File: src/rtl/put_cmd_pkg.sv
// put_cmd_pkg: shared field offsets, FSM state type and register indices for the put-data command splitter
package put_cmd_pkg;
    localparam int PUT_CMD_LEN_LSB = 0;
    localparam int ADDR_LO_LSB     = 32;
    localparam int ADDR_HI_LSB     = 64;
    localparam int PUT_CMD_W       = 96;

    localparam int CTRL_ADDR_LO   = 0;
    localparam int CTRL_ADDR_HI   = 1;
    localparam int CTRL_TOTAL_LEN = 2;
    localparam int CTRL_CHUNK_LEN = 3;
    localparam int CTRL_START     = 4;

    localparam int STAT_ISSUED = 0;
    localparam int STAT_FLAGS  = 1;

    typedef enum logic [1:0] {IDLE, CALC, ISSUE, WAIT_DONE} put_cmd_state_t;
endpackage

File: src/rtl/put_data_cmd_splitter.sv
// put_data_cmd_splitter: splits one host transfer into credit-limited put-data commands.
// Define PUT_CMD_4K_SPLIT_EN to keep every command inside one 4 KB address page.
module put_data_cmd_splitter
    import put_cmd_pkg::*;
#(
    parameter int MAX_OUTSTANDING = 8,
    parameter int CHUNK_DEFAULT   = 4096
) (
    input  logic                 clk,
    input  logic                 rstn,
    input  logic [31:0]          control_reg [16],
    output logic                 m_axis_put_data_cmd_valid,
    input  logic                 m_axis_put_data_cmd_ready,
    output logic [PUT_CMD_W-1:0] m_axis_put_data_cmd_data,
    input  logic                 cmpl_valid,
    output logic [31:0]          status_reg [2]
);
    put_cmd_state_t state;
    logic [63:0] addr;
    logic [31:0] remaining, chunk, issued, page_left, cur_len, sent_len;
    logic [15:0] outstanding;
    logic [13:0] err_cnt;
    logic        done, busy, start_q, start_edge, fire, cmpl_ok, unused_ctrl;

    function automatic logic [31:0] min3(input logic [31:0] a, input logic [31:0] b, input logic [31:0] c);
        logic [31:0] m;
        m = (a < b) ? a : b;
        return (m < c) ? m : c;
    endfunction

`ifdef PUT_CMD_4K_SPLIT_EN
    assign page_left = 32'd4096 - {20'd0, addr[11:0]};
`else
    assign page_left = '1;
`endif

    assign cur_len    = min3(remaining, chunk, page_left);
    assign sent_len   = m_axis_put_data_cmd_data[PUT_CMD_LEN_LSB +: 32];
    assign start_edge = control_reg[CTRL_START][0] & ~start_q;
    assign fire       = m_axis_put_data_cmd_valid & m_axis_put_data_cmd_ready;
    assign cmpl_ok    = cmpl_valid & (outstanding != 16'd0);

    always_comb begin
        status_reg[STAT_ISSUED] = issued;
        status_reg[STAT_FLAGS]  = {done, busy, err_cnt, outstanding};
    end

    always_comb begin
        unused_ctrl = ^control_reg[CTRL_START][31:1];
        for (int i = 5; i < 16; i++) unused_ctrl = unused_ctrl ^ (^control_reg[i]);
    end

    always_ff @(posedge clk) begin
        if (!rstn) begin
            state                     <= IDLE;
            m_axis_put_data_cmd_valid <= 1'b0;
            m_axis_put_data_cmd_data  <= '0;
            addr                      <= '0;
            remaining                 <= '0;
            chunk                     <= '0;
            issued                    <= '0;
            outstanding               <= '0;
            err_cnt                   <= '0;
            done                      <= 1'b0;
            busy                      <= 1'b0;
            start_q                   <= 1'b0;
        end else begin
            start_q     <= control_reg[CTRL_START][0];
            outstanding <= outstanding + 16'(fire) - 16'(cmpl_ok);
            if (cmpl_valid && outstanding == 16'd0 && err_cnt != 14'h3FFF)
                err_cnt <= err_cnt + 14'd1;
            case (state)
                IDLE: if (start_edge) begin
                    addr      <= {control_reg[CTRL_ADDR_HI], control_reg[CTRL_ADDR_LO]};
                    remaining <= control_reg[CTRL_TOTAL_LEN];
                    chunk     <= (control_reg[CTRL_CHUNK_LEN] == 32'd0) ? 32'(CHUNK_DEFAULT)
                                                                        : control_reg[CTRL_CHUNK_LEN];
                    done      <= 1'b0;
                    busy      <= 1'b1;
                    issued    <= '0;
                    err_cnt   <= '0;
                    state     <= CALC;
                end
                CALC: if (remaining == 32'd0) begin
                    state <= WAIT_DONE;
                end else if (outstanding != 16'(MAX_OUTSTANDING)) begin
                    m_axis_put_data_cmd_data  <= {addr, cur_len};
                    m_axis_put_data_cmd_valid <= 1'b1;
                    state                     <= ISSUE;
                end
                ISSUE: if (m_axis_put_data_cmd_ready) begin
                    addr                      <= addr + {32'd0, sent_len};
                    remaining                 <= remaining - sent_len;
                    issued                    <= issued + 32'd1;
                    m_axis_put_data_cmd_valid <= 1'b0;
                    state                     <= CALC;
                end
                WAIT_DONE: if (outstanding == 16'd0) begin
                    done  <= 1'b1;
                    busy  <= 1'b0;
                    state <= IDLE;
                end
                default: state <= IDLE;
            endcase
        end
    end
endmodule

File: config.mk
export PLATFORM = sky130hd
export DESIGN_NAME = put_data_cmd_splitter
export DESIGN_NICKNAME = d
export VERILOG_FILES = /design/src/rtl/put_cmd_pkg.sv /design/src/rtl/put_data_cmd_splitter.sv
export SDC_FILE = /design/constraint.sdc
export NUM_CORES = 1
export LEC_CHECK = 0
export BUFFER_PORTS_ARGS = -buffer_cell sky130_fd_sc_hd__buf_2
export CAP_MARGIN = 20
export CORE_AREA = 8 8 254 256
export DETAILED_ROUTE_END_ITERATION = 16
export DIE_AREA = 0 0 262 264
export HOLD_SLACK_MARGIN = 0.15
export PLACE_DENSITY = 0.62
export SLEW_MARGIN = 20
export SYNTH_ARGS = -nofsm -noshare
export SYNTH_HDL_FRONTEND = slang
export SYNTH_SLANG_ARGS = --single-unit
File: constraint.sdc
create_clock -name clk -period 3.74 [get_ports clk]
set_clock_uncertainty 0.1 [all_clocks]
set_input_delay 0.748 -clock clk [delete_from_list [all_inputs] [get_ports clk]]
set_output_delay 0.748 -clock clk [all_outputs]
set_load 0.01 [all_outputs]
* Yosys cells after proc, flatten, opt, wreduce, memory -nomap -nowiden
Index checks and enable logic that the tools add are counted.
** Word-level totals
- Output and inout bits :: 161
- Bits of input ports :: 516
- Register bits after elaboration :: 292
- ROM bits :: 0
- Word-level logic and storage cells :: 83
- Bits in latches :: 0
- RAM bits :: 0
- Memories :: 0
** Cells by class
- Shift-type cells :: 0
- Equality and inequality tests :: 11
- Bitwise operators :: 5
- Divide/modulo/power cells :: 0
- $mul :: 0
- Multiplexer cells :: 31
- Magnitude comparators :: 2
- Add/sub/neg operators :: 6
- Reductions and logical operators :: 16
** Operators with widths (count)
- 32-bit 2-to-1 mux :: 7
- 64-bit 2-to-1 mux :: 2
- 32-bit one-hot mux with 2 select lines :: 2
- 64-bit one-hot mux with 2 select lines :: 1
- 64-bit by 32-bit adder with 64-bit output :: 1
- 32-bit zero test :: 2
- 14-bit 2-to-1 mux :: 3
- 32-bit by 1-bit adder with 32-bit output, second input constant :: 1
- 32-bit < comparator :: 1
- 32-bit < comparator, second input constant :: 1
- 32-bit subtractor :: 1
- 16-bit by 1-bit adder with 16-bit output :: 1
- 16-bit zero test :: 1
- 16-bit by 4-bit inequality test with 1-bit output, second input constant :: 1
- 16-bit nonzero test :: 1
- 16-bit by 1-bit subtractor with 16-bit output :: 1
- 14-bit by 1-bit adder with 14-bit output, second input constant :: 1
- 14-bit inequality test, second input constant :: 1
- 2-bit 2-to-1 mux :: 5
- 2-bit inequality test, second input constant :: 5
- 3-bit AND reduction :: 3
- 2-bit one-hot mux with 4 select lines :: 1
- 4-bit AND reduction :: 2
- 1-bit 2-to-1 mux :: 7
- other kinds (10) :: 19

* Longest topological paths before layout
Gate-level depths: netlist (run 1).
- Word-level depth :: 6
- Gate-level depth with buffers :: 20
- Mapped depth without buffers :: 20

* Worst setup path after synthesis (run 1)
OpenSTA, ideal clock, no wires.
- Path type :: reg2reg
- From :: register outstanding[8]
- To :: register outstanding[14]
- Required time :: 3.512 ns
- Period minus slack after synthesis :: 3.583 ns
- Arrival time :: 3.356 ns
- Setup time :: 0.128 ns
- Slack :: 0.157 ns
- Stages on the path, launching flop included :: 21
- Path through :: dfxtp_1 > inv_1 > ha_1 > nand4b_1 > nor2_1 > and2_1 > nor2b_1 > ha_1 > inv_1 > ha_1 > fa_1 > a21oi_1 > o21bai_1 > a21oi_1 > o21bai_1 > a21oi_1 > o41ai_1 > o41ai_1 > o31ai_1 > xnor2_1 > nor2_1
** Between the ends
- Word-level cells in the longest chain between the ends :: 3
- Elaborated cells on any way between the ends :: 4
** RTL lines
- from (decl) :: line put_data_cmd_splitter.sv:21 : logic [15:0] outstanding;
- from (signal assigned) :: line put_data_cmd_splitter.sv:69 : outstanding <= outstanding + 16'(fire) - 16'(cmpl_ok);
- branches (longest 2 deep; another with 16-bit by 1-bit adder with 16-bit output)
- 16-bit by 1-bit subtractor with 16-bit output * :: line put_data_cmd_splitter.sv:69
Every way passes the cells marked *.
A chain may end at the register's enable or synchronous reset.

* Worst setup path in the final report (run 1)
- From :: register outstanding[6]
- To :: register outstanding[14]
The elaborated chain is that of the path after synthesis.

==> metrics.txt, run 1 <==
status=finished clean; final hold slack=0.309 ns; max-slew violations=0; Synth Flop Type=dfxtp_1; core box area=0.0608 mm²; Max Fclk=275 MHz; unrepaired setup endpoints after global routing=true; Clock Latency Late Sink=0.55 ns; Hold Vio Cnt, Final=0; crit path launch type=flip-flop; die area=0.0692 mm²; vias in the first global route=15,700; DRT iter0 DRCs=1,273; nets=3,095; CP Capture Type=flip-flop; peak supply drop=0.421 mV; fillcell total=6,521; critical-path maximum fanout=2; DP HPWL=50,100 µm; synthesized flop and latch total=292; Root Buffer=clkbuf_16; power density cells=579 mW/mm²; Final ANT Viol Nets=0; CTS Buffer Depth=3; flop2flop setup slack=0.10 ns; setup violators final=0; quantity of I/O buffers inserted on ports=293; YS warnings=0; Area Overhead vs Synth=24.4%; H-tree Lvls=2; Pleak=8.85 nW; Initial Util=0.276; final WL=66,000 µm; Max-Slew Margin vs Limit=0.472; fin area=0.0209 mm²; worst hold start=control_reg[392]; required time worst endpoint=4.06 ns; most frequent cells after synthesis=nand2_1, dfxtp_1, a21oi_1; main area contributors after synthesis=dfxtp_1, ha_1, nand2_1, a21oi_1, o21ai_0; Hold Path Class=primary input to flip-flop; number of synthesized flops with an enable pin=0; initial antenna violation count=14; Cells after DPL=3,202; DR pass1 iterations=5; row count=91; largest net degree at the start of global routing=74; Post-Layout Cell Count=3,281; Synth top area share=0.348; post-synth cell types=71; area leader, netlist=dfxtp_1; total chip power=12.1 mW; Crit Path Category=flip-flop to flip-flop; count leader, synth=nand2_1; Overflow after GRT=0; CTS tree=yes; register area=0.00585 mm²; width of the die=262 µm; average size of a mapped cell=7.75 µm²; DP Area=0.0195 mm²; worst setup path startpoint=outstanding[6]$_SDFF_PN0_; routability cong.=0.891; number of buffers created by CTS=37; all-layer global routing usage=0.182; Slew @ Worst Pin=0.792 ns; Mapped Cells=2,165; Multi-input gate area=0.0102 mm²; fin crit period=3.64 ns; first-pass GRT wire length=97,500 µm; max cap viols=0; DR vias=17,000; RR Startpoint=outstanding[6]$_SDFF_PN0_; wire per inst=20.1 µm; fraction of registers with async set/reset=0; Synth Net Count=2,804; Final period util=0.973; DR DRC count=0; layout cells sized above 1=0.203; clock slew at reported path FFs=0.06 ns; DR vias/cell=5.19; Seq/Total Area, Yosys=0.348; Die Ht=264 µm; Sink Count=292; Netlist Area Pre-Place=0.0168 mm²; dpl ws=-0.0218 ns; CP arrival=3.95 ns; I/O pins=677; worst setup margin=0.103 ns
[cell type report]
type / count / share of cell area
Antenna cell: 9 / 0.00108
Clock buffer: 48 / 0.0492
Clock inverter: 17 / 0.00988
Inverter: 109 / 0.0197
Multi-Input combinational cell: 1631 / 0.487
Sequential cell: 292 / 0.280
Tap cell: 790 / 0.0473
Timing Repair Buffer: 385 / 0.106
[cells by family (layout without fill, tap and decap cells)]
group	Yosys count	count (layout)	share of synthesized area
adder cells (fa/ha/maj)	123	123	0.0930
XOR/XNOR	98	98	0.0511
other	0	9	0
flip-flops	292	292	0.348
AND/OR/NAND/NOR	738	738	0.200
buffers and inverters	242	559	0.0551
AO/OA/AOI/OAI	662	662	0.246
multiplexers	10	10	0.00619
[state kept, by name (all words and copies together), names as in the netlist]
name / count
addr: 64
busy: 1
chunk: 32
done: 1
err_cnt: 14
issued: 32
m_axis_put_data_cmd_data: 96
m_axis_put_data_cmd_valid: 1
outstanding: 16
remaining: 32
start_q: 1
state: 2
[metrics by stage]
stage	util	setup TNS [ns]
global route	0.343	-0.146
global placement	0.320	-0.0326
CTS	0.341	0
detailed placement	0.320	-0.0377
finish	0.343	0
floorplan	-	0
[power breakdown]
group          leakage [nW]  internal [mW]  total, mW  switching, mW
clock                 0.592           2.17       3.68           1.51
combinational          5.87           1.96       4.56           2.60
sequential             2.39           3.45       3.85          0.402
[timing repair]
item / CTS / global route
hold endpoints to repair: 0 / 0
hold buffers: 0 / 0
pin swaps: 0 / 16
resized for setup: 1 / 35
buffers inserted: 0 / 5
endpoints found under the setup margin: 2 / 4
[per-layer routing]
| metal | track usage | vias to the layer above | wire, µm |
|---|---|---|---|
| met5 | 0 | - | 23 |
| met4 | 0.0511 | 4 | 1590 |
| met3 | 0.0355 | 93 | 5400 |
| met2 | 0.246 | 573 | 25400 |
| met1 | 0.284 | 8014 | 33600 |
| li1 | - | 8359 | - |
[critical path, cell delays in order, from the launching register on]
cell,delay [ns]
dfxtp_2,0.32
inv_2,0.07
ha_4,0.12
nand4_1,0.10
nor2_2,0.15
and2_4,0.16
nor2b_1,0.04
ha_1,0.28
inv_2,0.07
ha_4,0.13
fa_2,0.21
a21oi_2,0.05
o21bai_1,0.18
a21oi_1,0.09
o21bai_1,0.24
a21oi_2,0.11
o41ai_2,0.43
o41ai_2,0.14
o31ai_1,0.30
xnor2_1,0.15
nor2_1,0.05
[worst paths after layout]
check,end,cells after the start
max,outstanding[14]$_SDFF_PN0_,20
min,chunk[8]$_SDFFE_PN0P_,3
max reg2reg,outstanding[14]$_SDFF_PN0_,20
min reg2reg,m_axis_put_data_cmd_data[38]$_SDFFE_PN0P_,2
[layout by cell type (no fill, tap or decap), types with 24 or more instances in the layout]
cell | synthesis | layout
a211oi_1 | 24 | 24
buf_4 | 3 | 89
ha_1 | 120 | 115
a21o_1 | 50 | 49
buf_2 | 2 | 292
a21oi_1 | 224 | 221
clkbuf_16 | 0 | 38
nand2_1 | 314 | 313
xnor2_1 | 58 | 57
xor2_1 | 40 | 40
nor3_1 | 49 | 49
and3_1 | 27 | 27
nor2_1 | 163 | 161
a311oi_1 | 57 | 57
nand3_1 | 57 | 57
o21ai_0 | 162 | 162
dfxtp_1 | 292 | 286
inv_1 | 108 | 96
nand4_1 | 36 | 36
Note: power is estimated with default switching activity, not from simulation.
==> inputs of run 2 (changes only) <==
--- a/config.mk
+++ b/config.mk
@@ -7,11 +7,11 @@
 export LEC_CHECK = 0
 export BUFFER_PORTS_ARGS = -buffer_cell sky130_fd_sc_hd__buf_2
 export CAP_MARGIN = 20
-export CORE_AREA = 8 8 254 256
+export CORE_AREA = 2 2 263 265
 export DETAILED_ROUTE_END_ITERATION = 16
-export DIE_AREA = 0 0 262 264
+export DIE_AREA = 0 0 265 267
 export HOLD_SLACK_MARGIN = 0.15
-export PLACE_DENSITY = 0.62
+export PLACE_DENSITY = 0.57
 export SLEW_MARGIN = 20
 export SYNTH_ARGS = -nofsm -noshare
 export SYNTH_HDL_FRONTEND = slang
==> metrics.txt, run 2 (synthesis gave the netlist of run 1 again) <==
status=finished clean; commonest non-fill, non-tap cell in the layout=nand2_1; metal2 WL=25,500 µm (+0.17%); Final period util=0.963 (-0.00929); peak supply drop=0.429 mV (+2.0%); max cap viols=0 (unchanged); Top Layer Used=met5; routability cong.=0.882 (-0.92%); CTS tree=yes; wire per inst=19.9 µm (-1.3%); CTS Buffer Depth=3 (unchanged); most frequent cells in the layout=nand2_1, dfxtp_1, buf_2; final WL=67,000 µm (+1.6%); Area Overhead vs Synth=26.2%; Root Buffer=clkbuf_16; fin crit period=3.60 ns (-0.0348 ns); crit path cell chain=buf_4 > inv_1 > ha_1 > o21a_1 > o31a_1 > o31a_1 > a221o_1 > a21oi_2 > o21ai_0 > o21ai_1 > o21ai_0 > xnor2_1 > a221oi_1; crit path launch type=flip-flop; Clock Latency Late Sink=0.57 ns (+0.02 ns); CP arrival=3.98 ns (+0.03 ns); Sink Count=292 (unchanged); setup violators final=0 (unchanged); max-slew violations=0 (unchanged); Overflow after GRT=0 (unchanged); DP Area=0.0197 mm² (+1.0%); initial antenna violation count=12 (-2); die area=0.0708 mm² (+2.3%); DP HPWL=50,800 µm (+1.4%); Crit-path slowest cell=dfxtp_1; Crit Path Category=flip-flop to flip-flop; slowest cell delay on critical path=0.48 ns (+0.05 ns); met3 routed WL=5000 µm (-7.5%); power density cells=594 mW/mm² (+2.6%); I/O pins=677 (unchanged); biggest registers after layout=m_axis_put_data_cmd_data x96, addr x64; CP Capture Type=flip-flop; worst setup margin=0.138 ns (+0.0348 ns); H-tree Lvls=2 (unchanged); Slew @ Worst Pin=0.794 ns (+0.00235 ns); Max-Slew Margin vs Limit=0.471 (-0.00156); core box area=0.0680 mm² (+12%); required time worst endpoint=4.12 ns (+0.06 ns); dpl ws=-0.0543 ns (-0.0326 ns); number of buffers created by CTS=38 (+2.7%); total chip power=12.6 mW (+4.1%); row count=96 (+5.5%); vias in the first global route=15,400 (-1.5%); quantity of I/O buffers inserted on ports=293 (unchanged); unrepaired setup endpoints after global routing=true; critical-path maximum fanout=4 (+2); CP bufs+invs=2 (unchanged); Max Fclk=278 MHz (+0.96%); all-layer global routing usage=0.182 (-0.000284); Die Ht=267 µm (+1.1%); DR DRC count=0 (unchanged); nets=3,102 (+0.23%); Pleak=8.97 nW (+1.4%); DR pass1 iterations=6 (+1); DR vias=17,100 (+0.14%); Initial Util=0.247 (-0.0292); layout cells sized above 1=0.203 (-0.000497); Final ANT Viol Nets=0 (unchanged); WL met1=35,100 µm (+4.6%); fin area=0.0212 mm² (+1.4%); Reg with most FFs=m_axis_put_data_cmd_data; DR vias/cell=5.05 (-2.7%); clock slew at reported path FFs=0.06 ns (about the same); Hold Path Class=primary input to flip-flop; DRT iter0 DRCs=1,340 (+5.3%); largest net degree at the start of global routing=77 (+4.1%); Crit path max-delay family=compound AO/OA/AOI/OAI gates; Hold Vio Cnt, Final=0 (unchanged); width of the die=265 µm (+1.1%); fillcell total=7,389 (+13%); max reg flops=96 (unchanged); first-pass GRT wire length=98,300 µm (+0.83%)
run 2: cell type report:
class,instances,area (µm²),area share
sequential,292,5850,0.276
multi-input combinational,1631,10100,0.479
timing repair buffer,391,2270,0.107
tap,882,1100,0.0521
antenna,2,5.00,0.000236
clock buffer,49,1060,0.0501
clock inverter,21,339,0.0160
inverter,109,412,0.0194
run 2: worst paths after layout:
| kind | from | slack [ns] | depth (start not counted) | to |
|---|---|---|---|---|
| setup / recovery | m_axis_put_data_cmd_data[2]$_SDFFE_PN0P_ | 0.14 | 13 | remaining[31]$_SDFFE_PN0P_ |
| hold / removal | control_reg[412] | 0.29 | 3 | chunk[28]$_SDFFE_PN0P_ |
| setup reg to reg | m_axis_put_data_cmd_data[2]$_SDFFE_PN0P_ | 0.14 | 13 | remaining[31]$_SDFFE_PN0P_ |
| hold reg to reg | m_axis_put_data_cmd_data[50]$_SDFFE_PN0P_ | 0.35 | 2 | m_axis_put_data_cmd_data[50]$_SDFFE_PN0P_ |
run 2: worst reg2reg max path: stages, from the launching register on:
cell	delay (ns)
dfxtp_1	0.48
buf_4	0.20
inv_1	0.05
ha_1	0.32
o21a_1	0.18
o31a_1	0.13
o31a_1	0.36
a221o_1	0.40
a21oi_2	0.17
o21ai_0	0.16
o21ai_1	0.30
o21ai_0	0.25
xnor2_1	0.18
a221oi_1	0.23
run 2: per-stage QoR:
stage,instances,utilization,TNS (ns),hold slack (ns)
3_3_place_gp,3303,0.289,-0.0891,0.340
6_report,3377,0.312,0,0.288
4_1_cts,3373,0.310,0,0.240
2_1_floorplan,2165,-,0,0.336
3_5_place_dp,3303,0.289,-0.0742,0.343
5_1_grt,3375,0.312,-0.106,0.272
run 2: metal layers:
layer | GRT usage | up-vias
met5 | 0 | -
met4 | 0.0434 | 10
li1 | - | 8351
met1 | 0.291 | 7999
met3 | 0.0353 | 88
met2 | 0.241 | 619
run 2: where the power goes:
part	switching (mW)	internal, mW	total [mW]
logic	2.65	1.99	4.64
registers	0.385	3.45	3.83
clock network	1.59	2.52	4.12
total	4.63	7.96	12.6
run 2: what timing repair did:
action | 4_1_cts | 5_1_grt
gates cloned | 0 | 0
pin swaps | 2 | 10
resized for setup | 3 | 19
hold buffers | 0 | 0
setup buffers | 0 | 2
endpoints found under the setup margin | 2 | 19
==> inputs of run 3 (changes only) <==
--- a/config.mk
+++ b/config.mk
@@ -12,6 +12,7 @@
 export DIE_AREA = 0 0 265 267
 export HOLD_SLACK_MARGIN = 0.15
 export PLACE_DENSITY = 0.57
+export RECOVER_POWER = 100
 export SLEW_MARGIN = 20
 export SYNTH_ARGS = -nofsm -noshare
 export SYNTH_HDL_FRONTEND = slang
==> metrics.txt, run 3 (synthesis gave the netlist of run 1 again) <==
Hold Vio Cnt, Final=0 (unchanged); Post-Layout Cell Count=3,378 (+0.030%); crit path launch type=flip-flop; quantity of I/O buffers inserted on ports=293 (unchanged); fin crit period=3.58 ns (-0.0200 ns); max-slew violations=0 (unchanged); Initial Util=0.247 (unchanged); Root Buffer=clkbuf_16; worst hold start=control_reg[412]; Crit-path slowest cell=a311oi_1; I/O pins=677 (unchanged); power density cells=596 mW/mm² (+0.30%); DP Area=0.0197 mm² (unchanged); Combinational Power Share=0.368 (about the same); met3 usage=0.0353 (unchanged); max cap viols=0 (unchanged); crit path to=addr[32]$_SDFFE_PN0P_; CTS tree=yes; Final period util=0.958 (-0.00534); die area=0.0708 mm² (unchanged); switching share of total power=0.368 (about the same); Worst R2R End=addr[32]$_SDFFE_PN0P_; setup violators final=0 (unchanged); GR Util met2=0.241 (unchanged); vias in the first global route=15,400 (unchanged); routability cong.=0.882 (unchanged); required time worst endpoint=4.10 ns (-0.02 ns); most frequent cells in the layout=nand2_1, dfxtp_1, buf_2; Hold Path Class=primary input to flip-flop; Die Ht=267 µm (unchanged); width of the die=265 µm (unchanged); CP arrival=3.94 ns (-0.04 ns); Sink Count=292 (unchanged); slowest cell delay on critical path=0.50 ns (+0.02 ns); max reg flops=96 (unchanged); worst setup path startpoint=m_axis_put_data_cmd_data[0]$_SDFFE_PN0P_; DR vias/cell=5.02 (-0.67%); most used cell, CP=o21a_1; core box area=0.0680 mm² (unchanged); DR pass1 iterations=5 (-1); DP HPWL=50,800 µm (unchanged); CP Capture Type=flip-flop; Overflow after GRT=0 (unchanged); Pleak=8.68 nW (-3.2%); sequential power share=0.305 (about the same); initial antenna violation count=12 (unchanged); fin area=0.0211 mm² (-0.38%); CTS Buffer Depth=3 (unchanged); first-pass GRT wire length=98,300 µm (unchanged); Reg with most FFs=m_axis_put_data_cmd_data; all-layer global routing usage=0.182 (unchanged); H-tree Lvls=2 (unchanged); wire per inst=19.8 µm (-0.18%); Cells after DPL=3,303 (unchanged); Final ANT Viol Nets=0 (unchanged); nets=3,102 (unchanged); number of buffers created by CTS=38 (unchanged); flop2flop setup slack=0.16 ns (+0.02 ns); clock slew at reported path FFs=0.06 ns (about the same); busiest grt layer=met1; clock share of power=0.328 (about the same); RR Startpoint=m_axis_put_data_cmd_data[0]$_SDFFE_PN0P_; DR vias=17,000 (-0.64%); Internal=7.96 mW (about the same); status=finished clean; Area Overhead vs Synth=25.7%; DRT iter0 DRCs=1,295 (-3.4%); final WL=66,900 µm (-0.15%); CTS Hold Bufs=0 (unchanged); layout cells sized above 1=0.176 (-0.0269); biggest registers after layout=m_axis_put_data_cmd_data x96, addr x64; Crit Path Category=flip-flop to flip-flop; reg2reg path depth=14 (+1); Clock Latency Late Sink=0.57 ns (about the same); met1 usage=0.291 (unchanged); largest net degree at the start of global routing=77 (unchanged); Max Fclk=279 MHz (+0.56%); DR DRC count=0 (unchanged); Slew @ Worst Pin=0.784 ns (-0.00943 ns); crit path cell chain=ha_1 > inv_1 > fa_1 > nor2b_1 > o21a_1 > o211ai_1 > a31oi_2 > o21ai_1 > o21a_1 > buf_4 > a41oi_1 > a311oi_1 > a2bb2oi_1 > o21ai_0; peak supply drop=0.429 mV (about the same); row count=96 (unchanged); commonest non-fill, non-tap cell in the layout=nand2_1; critical-path maximum fanout=3 (-1); Max-Slew Margin vs Limit=0.477 (+0.00629); fillcell total=7,409 (+0.27%); Psw=4.63 mW (about the same); unrepaired setup endpoints after global routing=true
[run 3: changes by cell type in the layout (fill, tap and decap cells not counted), sizes merged]
cell,change
diode,+1
clkbuf,+67
buf,-67
[run 3: worst min path at each step]
| stage | to | slack (ns) | depth (start not counted) |
|---|---|---|---|
| 2_1_floorplan | chunk[19]$_SDFFE_PN0P_ | 0.34 | 2 |
| 3_3_place_gp | m_axis_put_data_cmd_data[89]$_SDFFE_PN0P_ | 0.34 | 2 |
| 3_5_place_dp | m_axis_put_data_cmd_data[40]$_SDFFE_PN0P_ | 0.34 | 2 |
| 4_1_cts | chunk[28]$_SDFFE_PN0P_ | 0.24 | 3 |
| 5_1_grt | chunk[29]$_SDFFE_PN0P_ | 0.27 | 3 |
| 6_report | chunk[28]$_SDFFE_PN0P_ | 0.29 | 3 |
[run 3: metal layers]
metal  vias to the layer above  wire (µm)
met1                      7920      34800
met5                         -         52
met2                       595      25500
met4                         8       1350
met3                        83       5330
li1                       8352          -
[run 3: cell type report]
class                           instances  area, µm²  area share
Sequential cell                       292       5850       0.277
Timing Repair Buffer                  391       2180       0.103
Multi-Input combinational cell       1631      10100       0.481
Tap cell                              882       1100      0.0523
Clock buffer                           49       1060      0.0503
Antenna cell                            3       7.51    0.000356
Inverter                              109        412      0.0195
Clock inverter                         21        339      0.0161
[run 3: timing repair]
item	CTS	global route
pin swaps	2	10
resized for setup	3	19
setup endpoints to repair	2	19
buffers inserted	0	2
[run 3: metrics by stage]
step / utilization / power (mW) / hold WS (ns) / setup WS [ns] / setup TNS, ns
2_1_floorplan: - / 6.73 / 0.336 / 0.157 / 0
3_3_place_gp: 0.289 / 8.34 / 0.340 / -0.0661 / -0.0891
3_5_place_dp: 0.289 / 8.36 / 0.343 / -0.0543 / -0.0742
4_1_cts: 0.310 / 12.6 / 0.240 / 0.00700 / 0
5_1_grt: 0.310 / 13.4 / 0.272 / -0.0332 / -0.106
6_report: 0.310 / 12.6 / 0.287 / 0.157 / 0
[run 3: worst max-delay path, delay by kind of cell (launching register included)]
family,cells,cell delay [ns]
adder cells (fa/ha/maj),2,0.45
buffers and inverters,2,0.23
AO/OA/AOI/OAI,9,2.28
flip-flops,1,0.34
AND/OR/NAND/NOR,1,0.07
[run 3: power by group through the flow]
stage | clock [mW] | sequential, mW | combinational, mW
floorplan | 0 | 3.80 | 2.93
global placement | 0 | 3.89 | 4.45
detailed placement | 0 | 3.89 | 4.47
CTS | 4.24 | 3.82 | 4.52
global route | 4.35 | 3.87 | 5.14
finish | 4.12 | 3.83 | 4.63
